$ cat config.mk
export PLATFORM = sky130hd
export DESIGN_NAME = lsu_ctrl
export DESIGN_NICKNAME = d
export VERILOG_FILES = /design/src/rtl/lsu_ctrl.sv
export SDC_FILE = /design/constraint.sdc
export NUM_CORES = 1
export LEC_CHECK = 0
export CORE_MARGIN = 3
export CORE_UTILIZATION = 65
export CTS_BUF_LIST = sky130_fd_sc_hd__clkbuf_8
export DETAILED_ROUTE_END_ITERATION = 10
export DONT_BUFFER_PORTS = 1
export MAX_ROUTING_LAYER = met4
export PLACE_DENSITY = 0.83
export SLEW_MARGIN = 40
export SYNTH_ARGS = -nofsm -noshare
export SYNTH_HDL_FRONTEND = slang
export SYNTH_SLANG_ARGS = --single-unit
$ cat constraint.sdc
create_clock -name clk -period 8 [get_ports clk]
set_clock_uncertainty 0.2 [all_clocks]
set_input_delay 1.6 -clock clk [delete_from_list [all_inputs] [get_ports clk]]
set_output_delay 1.6 -clock clk [all_outputs]
set_load 0.05 [all_outputs]
$ cat src/rtl/lsu_ctrl.sv
// lsu_ctrl: load/store sequencer from memory-stage decode to the shared data-RAM port.
// Latency: error T+1, aligned store T+2, aligned load T+3, split store T+3, split load T+5; +1 per ungranted cycle.
// Backpressure: req_ready only in IDLE; mem_* held stable until mem_gnt; resp_valid is a one-cycle pulse, never stalled.
//
// Ports:
//   clk, rst_n                 clock, synchronous active-low reset
//   req_valid/req_ready        request handshake; req_memop, req_rs1, req_imm, req_wdata carry the op
//   resp_valid/resp_rdata/resp_err   completion pulse with extended load data or error flag
//   mem_en/mem_gnt             RAM port request/grant; mem_addr (word aligned), mem_we, mem_wdata, mem_rdata
//
// Build option: LSU_MISALIGN_SPLIT_EN splits misaligned half/word accesses into two word accesses;
// without it those requests complete immediately with resp_err=1.
module lsu_ctrl #(
  parameter int ADDR_W = 32
) (
  input  logic              clk,
  input  logic              rst_n,
  input  logic              req_valid,
  output logic              req_ready,
  input  logic [3:0]        req_memop,
  input  logic [31:0]       req_rs1,
  input  logic [31:0]       req_imm,
  input  logic [31:0]       req_wdata,
  output logic              resp_valid,
  output logic [31:0]       resp_rdata,
  output logic              resp_err,
  output logic              mem_en,
  input  logic              mem_gnt,
  output logic [ADDR_W-1:0] mem_addr,
  output logic [3:0]        mem_we,
  output logic [31:0]       mem_wdata,
  input  logic [31:0]       mem_rdata
);

  typedef enum logic [2:0] {
    S_IDLE, S_ACC0, S_WAIT0, S_ACC1, S_WAIT1, S_RESP
  } state_t;

  localparam logic [1:0] SZ_B = 2'd0;
  localparam logic [1:0] SZ_H = 2'd1;
  localparam logic [1:0] SZ_W = 2'd2;
  localparam logic [1:0] SZ_X = 2'd3;  // illegal encoding

  function automatic logic [1:0] f_size(input logic [3:0] op);
    case (op)
      4'b0000, 4'b0100, 4'b0111: f_size = SZ_B;
      4'b0001, 4'b0101, 4'b1000: f_size = SZ_H;
      4'b0010, 4'b0110:          f_size = SZ_W;
      default:                   f_size = SZ_X;
    endcase
  endfunction

  state_t            r_state, w_state_nxt;
  logic [ADDR_W-1:0] r_ea;
  logic [3:0]        r_op;
  logic [31:0]       r_wdata;
  logic              r_split;
  logic              r_err;
  logic [31:0]       r_lo;
  logic [31:0]       r_hi;

  // Request-side decode, evaluated on the incoming op while in IDLE.
  logic [31:0]       w_sum;
  logic [ADDR_W-1:0] w_ea;
  logic [1:0]        w_req_size;
  logic              w_req_illegal;
  logic              w_req_mis;
  logic              w_req_split;
  logic              w_req_err;

  assign w_sum         = req_rs1 + req_imm;
  assign w_ea          = w_sum[ADDR_W-1:0];
  assign w_req_size    = f_size(req_memop);
  assign w_req_illegal = (w_req_size == SZ_X);
  // A halfword at offset 1 stays inside one word, so only offset 3 crosses.
  assign w_req_mis     = ((w_req_size == SZ_H) && (w_ea[1:0] == 2'b11)) ||
                         ((w_req_size == SZ_W) && (w_ea[1:0] != 2'b00));

`ifdef LSU_MISALIGN_SPLIT_EN
  assign w_req_split = !w_req_illegal && w_req_mis;
  assign w_req_err   = w_req_illegal;
`else
  assign w_req_split = 1'b0;
  assign w_req_err   = w_req_illegal || w_req_mis;
`endif

  // Decode of the latched op drives lanes and load extension.
  logic [1:0]        w_size;
  logic              w_store;
  logic [1:0]        w_off;
  logic [3:0]        w_mask;
  logic [7:0]        w_lanes;
  logic [63:0]       w_data64;
  logic [ADDR_W-1:0] w_waddr;
  logic [31:0]       w_ld_word;
  logic [31:0]       w_ld_ext;

  assign w_size    = f_size(r_op);
  assign w_store   = (r_op[3:2] == 2'b00);
  assign w_off     = r_ea[1:0];
  assign w_mask    = (w_size == SZ_B) ? 4'b0001 :
                     (w_size == SZ_H) ? 4'b0011 :
                     (w_size == SZ_W) ? 4'b1111 : 4'b0000;
  // Lanes and data span two words; the upper half feeds the second access.
  assign w_lanes   = {4'b0000, w_mask} << w_off;
  assign w_data64  = {32'b0, r_wdata} << {w_off, 3'b000};
  assign w_waddr   = {r_ea[ADDR_W-1:2], 2'b00};
  assign w_ld_word = 32'({r_hi, r_lo} >> {w_off, 3'b000});

  always_comb begin
    w_ld_ext = 32'b0;
    case (r_op)
      4'b0100: w_ld_ext = {{24{w_ld_word[7]}}, w_ld_word[7:0]};
      4'b0101: w_ld_ext = {{16{w_ld_word[15]}}, w_ld_word[15:0]};
      4'b0110: w_ld_ext = w_ld_word;
      4'b0111: w_ld_ext = {24'b0, w_ld_word[7:0]};
      4'b1000: w_ld_ext = {16'b0, w_ld_word[15:0]};
      default: w_ld_ext = 32'b0;
    endcase
  end

  always_comb begin
    w_state_nxt = r_state;
    req_ready   = 1'b0;
    resp_valid  = 1'b0;
    resp_rdata  = 32'b0;
    resp_err    = 1'b0;
    mem_en      = 1'b0;
    mem_addr    = '0;
    mem_we      = 4'b0;
    mem_wdata   = 32'b0;
    case (r_state)
      S_IDLE: begin
        req_ready = 1'b1;
        if (req_valid) w_state_nxt = w_req_err ? S_RESP : S_ACC0;
      end
      S_ACC0: begin
        mem_en   = 1'b1;
        mem_addr = w_waddr;
        if (w_store) begin
          mem_we    = w_lanes[3:0];
          mem_wdata = w_data64[31:0];
        end
        if (mem_gnt) begin
          if (!w_store)     w_state_nxt = S_WAIT0;
          else if (r_split) w_state_nxt = S_ACC1;
          else              w_state_nxt = S_RESP;
        end
      end
      S_WAIT0: w_state_nxt = r_split ? S_ACC1 : S_RESP;
      S_ACC1: begin
        mem_en   = 1'b1;
        mem_addr = w_waddr + ADDR_W'(4);  // wraps at the top of the address space
        if (w_store) begin
          mem_we    = w_lanes[7:4];
          mem_wdata = w_data64[63:32];
        end
        if (mem_gnt) w_state_nxt = w_store ? S_RESP : S_WAIT1;
      end
      S_WAIT1: w_state_nxt = S_RESP;
      S_RESP: begin
        resp_valid  = 1'b1;
        resp_err    = r_err;
        resp_rdata  = (r_err || w_store) ? 32'b0 : w_ld_ext;
        w_state_nxt = S_IDLE;
      end
      default: w_state_nxt = S_IDLE;
    endcase
  end

  always_ff @(posedge clk) begin
    if (!rst_n) begin
      r_state <= S_IDLE;
      r_ea    <= '0;
      r_op    <= 4'b0;
      r_wdata <= 32'b0;
      r_split <= 1'b0;
      r_err   <= 1'b0;
      r_lo    <= 32'b0;
      r_hi    <= 32'b0;
    end else begin
      r_state <= w_state_nxt;
      case (r_state)
        S_IDLE: begin
          if (req_valid) begin
            r_ea    <= w_ea;
            r_op    <= req_memop;
            r_wdata <= req_wdata;
            r_split <= w_req_split;
            r_err   <= w_req_err;
            r_lo    <= 32'b0;
            r_hi    <= 32'b0;  // stays zero for single-access loads
          end
        end
        S_WAIT0: r_lo <= mem_rdata;
        S_WAIT1: r_hi <= mem_rdata;
        default: ;
      endcase
    end
  end

endmodule

# After elaboration in Yosys (flattened, before gate mapping)
# Memories as Yosys holds them, arrays and structs flattened. A register that Yosys moved wholly into a read port is not among the register bits.
# Index checks and enable logic that the tools add are counted.
# totals
reg_bits	136
latch_bits	0
mem_bits_rw	0
rom_bits	64
inputBits	136
output_inout_bits	104
word_cells	79
mem_count	2
# op_classes
n_addsub	2
n_mul	0
n_div	0
n_lt_le_gt_ge	0
n_eq_ne	19
shifts	3
mux	29
n_bitwise	0
n_reduce_logical	17
# mem_list
memory	depth	width	rd	rd_clocked_by_memory_dff	write_ports	line	text
(name not given)	16	2	1	1	0	45	case (op)
(name not given)	16	2	1	0	0	45	
# op_table
cell	n
$pmux 32 s2	4
$mux 32	5
$pmux 32 s5	1
$shl 32x5->64	1
$shr 64x5->32	1
$add 32x3->32 const B	1
$add 32x32->32	1
$mux 4	7
$eq 4x3->1 const B	4
$mux 3	5
$pmux 3 s4	1
$eq 2x2->1 const B	4
$pmux 4 s2	1
$shl 4x2->8	1
$eq 3x2->1 const B	2
$eq 3x3->1 const B	2
$ne 2x2->1 const B	3
$reduce_and 2->1	3
$reduce_bool 2->1	3
$mux 1	5
$eq 2x1->1 const B	2
$eq 4x4->1 const B	1
$logic_not 2->1	2
$reduce_or 2->1	2
other kinds (5)	8

# Depth between registers and ports, before layout
# logic_depth
ltp_word	8
mapped_depth	9
mapped_depth_nobuf	9

# Worst setup path before layout
# OpenSTA, ideal clock, no wires.
# synth_timing
path_type	reg2out
startpoint	reg r_state[2]
endpoint	out mem_we[0]
arrival_ps	2716
slack_ps	3484
path_stages_with_launch	8
path_cell_list	dfxtp_1 nand2b_1 clkbuf_1 or3_1 clkbuf_1 nand2b_1 clkbuf_1 o32ai_1
# synth_between
elab_chain_len	2
# synth_lines
item	line	text
start: declaration	53	state_t r_state, w_state_nxt;
start signal: assignment	182	r_state <= w_state_nxt;
$eq 3x2->1 / $eq 3x1->1 (equally long branches)	132	case (r_state)
$pmux 4 s2 *	132	
end: declaration	30	output logic [3:0] mem_we,
# Every way passes the cells marked *; elsewhere a longest branch is shown, timed or not.

# Worst setup path in the final report
# layout_timing
startpoint	reg r_state[0]
endpoint	out mem_wdata[1]
# layout_between
elab_chain_len	2
# layout_lines
item	line	text
$eq 3x2->1 / $eq 3x1->1 (equally long branches)	132	
$pmux 32 s2 *	132	
end: declaration	31	output logic [31:0] mem_wdata,
# Marks and branches as above.

==> flow_summary_export.csv <==
group,metric,value,unit
status,status,"complete, no violations",
timing,setup_viol,0,
layout,drive_above_1_share,16.46,%
routing,drtPass1Iterations,5,
grt,grt_use_total,34.01,%
logic_synthesis,ys_seq_area_share,27.84,%
power,p_leak,3.316,nW
flow_run,drv_cap,0,
routing,vias,9069,
die,coreArea,13990,µm²
grt,top_usage_layer,"met2",
timing,maxSlewViolCount,0,
logic_synthesis,synth.distinct_cells,67,
die,rows,43,
grt,grt_max_degree,97,
logic_synthesis,ys.flop_type,"dfxtp_1",
grt,met1_usage,42.05,%
die,io_pins,240,
die,dieArea,15850,µm²
power,peakVddDrop,0.1212,mV
logic_synthesis,syn_area,9346,µm²
power,power,0.001934,W
timing,fin_setup_tns,0,ns
critical_path,cp.arrival,3.88,ns
timing,max_freq,176.0,MHz
routing,routed_via_density,6.615,
clock_tree,cts_tree,"yes",
grt,grt-ovfl-total,0,
logic_synthesis,synth-compound-area-share,20.60,%
logic_synthesis,ys_seq_elements,130,
critical_path,worstPathRequired,6.20,ns
logic_synthesis,synth_commonest_cells,"nand2_1, a21oi_1, dfxtp_1",
layout,seqCellArea,2608,µm²
routing,drc,0,
timing,fin_crit,5.681,ns
placed_design,finalWeightedCongestion,0.9815,
logic_synthesis,synth_fa_ha_area_share,4.766,%
timing,tightestPinTransition,0.8334,ns
clock_tree,cts_buffers,17,
grt,met3_usage,8.142,%
layout,finalNonFillerCells,1371,
clock_tree,cts.sinks,130,
timing,hold_slack,0.2595,ns
logic_synthesis,synth.most_common_cell,"nand2_1",
logic_synthesis,yosysWarningCount,0,
die,die-height,125.9,µm
routing,drt_iter0_drc,890,
power,power.density,189.6,nW/µm²
logic_synthesis,avgSynthCellArea,7.556,µm²
layout,num_antenna_cells,0,
grt,grtUsageMet2,54.08,%
logic_synthesis,yosys.area_share.simple,25.58,%
die,start_util,66.82,%
layout,final_nets,1349,
clock_tree,post_cts_resized,0,
placed_design,dp_worst_setup_slack,2.850,ns
clock_tree,cts-root-buf,"clkbuf_8",
critical_path,cp-start-kind,"register",
die,die_w,125.9,µm
timing,rsz0062_at_grt,"no",
min_path,hold_class,"reg -> reg",
clock_tree,cts_buffer_depth,2,
clock_tree,ctsHoldBuffers,0,
critical_path,crit_type,"reg -> out",
routing,wl_per_cell,19.86,µm
timing,period_share,71.01,%
layout,area_growth,9.130,%
clock_tree,cts_setup_buffers,0,
logic_synthesis,synth-edff-count,0,
logic_synthesis,synthCells,1237,
clock_tree,clkTransAtPathRegs,0.08,ns
logic_synthesis,postSynth.asyncResetShare,0,%
timing,final.setup.worst_slack,2.319,ns
routing,wl,27.23,mm
logic_synthesis,yosys-top-cells-area,"dfxtp_1, a21oi_1, nand2_1",
clock_tree,clock_latency,0.46,ns
placed_design,io_buffers,0,
placed_design,placed_cells,1339,
routing,ant_nets,0,
grt,grt_pass1_wl,42.75,mm
timing,report.final.hold_viol_count,0,
logic_synthesis,netlist.area_leader.share,27.84,%
layout,multi_input_area,6770,µm²
critical_path,cp_max_fo,33,
timing,relSlewSlack,44.38,%
clock_tree,htree_levels,4,
layout,num-fill-cells,1122,
critical_path,cp-end-kind,"output pin",
grt,grt_pass1_vias,8293,
placed_design,dp_hpwl,19.72,mm
logic_synthesis,synth_xor_area_share,4.404,%
logic_synthesis,synth_top_family_by_area,"simple AND/OR/NAND/NOR gates",
grt,antenna_found_initial,0,
logic_synthesis,yosys.area.top_type,"dfxtp_1",
logic_synthesis,synthMuxAreaShare,12.12,%
[worst max-delay path, stage by stage, from the launching register on]
cell	delay (ns)
dfxtp_1	0.60
nand2b_4	0.40
or3_2	0.91
nand2b_1	0.62
nor2_2	0.49
nand2_1	0.13
o21ai_2	0.26
[through the flow]
| stage | util, % | cell area [µm²] |
|---|---|---|
| 3_5_place_dp | 69.70 | 9751 |
| 2_1_floorplan | - | 9350 |
| 6_report | 72.92 | 10200 |
| 3_3_place_gp | 66.66 | 9325 |
| 4_1_cts | 72.77 | 10180 |
| 5_1_grt | 72.92 | 10200 |
[layout make-up]
type,count,share of cell area (%)
clock buffer,20,2.699
timing repair buffer,12,1.079
multi-input combinational,1002,66.38
tap,180,2.208
inverter,15,0.5643
sequential,130,25.56
clock inverter,12,1.509
[sequential cells by signal, summed over array words and instances (netlist names)]
register and count:
r_op 4, w_size 2, r_wdata 32, r_lo 32, r_ea 32, r_err 1
r_state 3, r_hi 24
[path summary, 6_finish.rpt]
kind / end / from / cells past startpoint / slack (ns)
setup reg to reg: w_size[1] / r_state[1] / 8 / 5.08
hold reg to reg: r_ea[31] / r_ea[31] / 2 / 0.26
setup / recovery: mem_wdata[1] / r_state[0] / 6 / 2.32
hold / removal: r_ea[31] / r_ea[31] / 2 / 0.26
[layer usage]
metal  vias to the layer above  wire length [µm]  share of wire (%)
li1                       4316                 -                  -
met1                      4256             10850                 40
met2                       417             12910                 47
met3                        80              2465                9.1
met4                         0               996                3.7
met5                         -                 0                  0
[power by group]
part / internal (W) / switching [W] / leakage [nW]
clock: 0.000333 / 0.000269 / 0.211
sequential: 0.000697 / 0.0000636 / 1.06
combinational: 0.000179 / 0.000392 / 2.05
[kinds of logic after synthesis]
| family | after synthesis |
|---|---|
| muxes | 73 |
| other | 1 |
| xor gates and xnor gates | 47 |
| adders and majority gates | 35 |
| DFF | 130 |
| and+or+nand+nor | 517 |
| buffers and inverters | 106 |
| AOI/OAI and AO/OA | 328 |
[layout by cell type (no fill, tap or decap), types with 4 or more instances in the layout]
| cell | count |
|---|---|
| o211ai_1 | 4 |
| ha_1 | 34 |
| xor2_1 | 27 |
| and3_1 | 16 |
| o21bai_1 | 7 |
| a21oi_1 | 150 |
| nand2b_1 | 14 |
| nand4_1 | 17 |
| o21ai_0 | 32 |
| a211oi_1 | 8 |
| buf_4 | 9 |
| and4_1 | 7 |
| a21o_1 | 14 |
| mux2i_1 | 40 |
| a31oi_1 | 6 |
| o21ai_2 | 18 |
| clkinv_2 | 4 |
| dfxtp_1 | 128 |
| nand2_1 | 232 |
| a211oi_4 | 8 |
| a21oi_2 | 30 |
| nand3b_1 | 4 |
| nor2b_2 | 8 |
| nand3_1 | 83 |
| nor2b_1 | 7 |
| or3_1 | 6 |
| and2_1 | 15 |
| nor2_1 | 49 |
| xnor2_1 | 20 |
| mux4_2 | 32 |
| clkbuf_8 | 20 |
| o22ai_2 | 8 |
| inv_1 | 14 |
| o21a_1 | 12 |
| nor3_1 | 13 |
| nor2_2 | 27 |
Note: power is estimated with default switching activity, not from simulation.
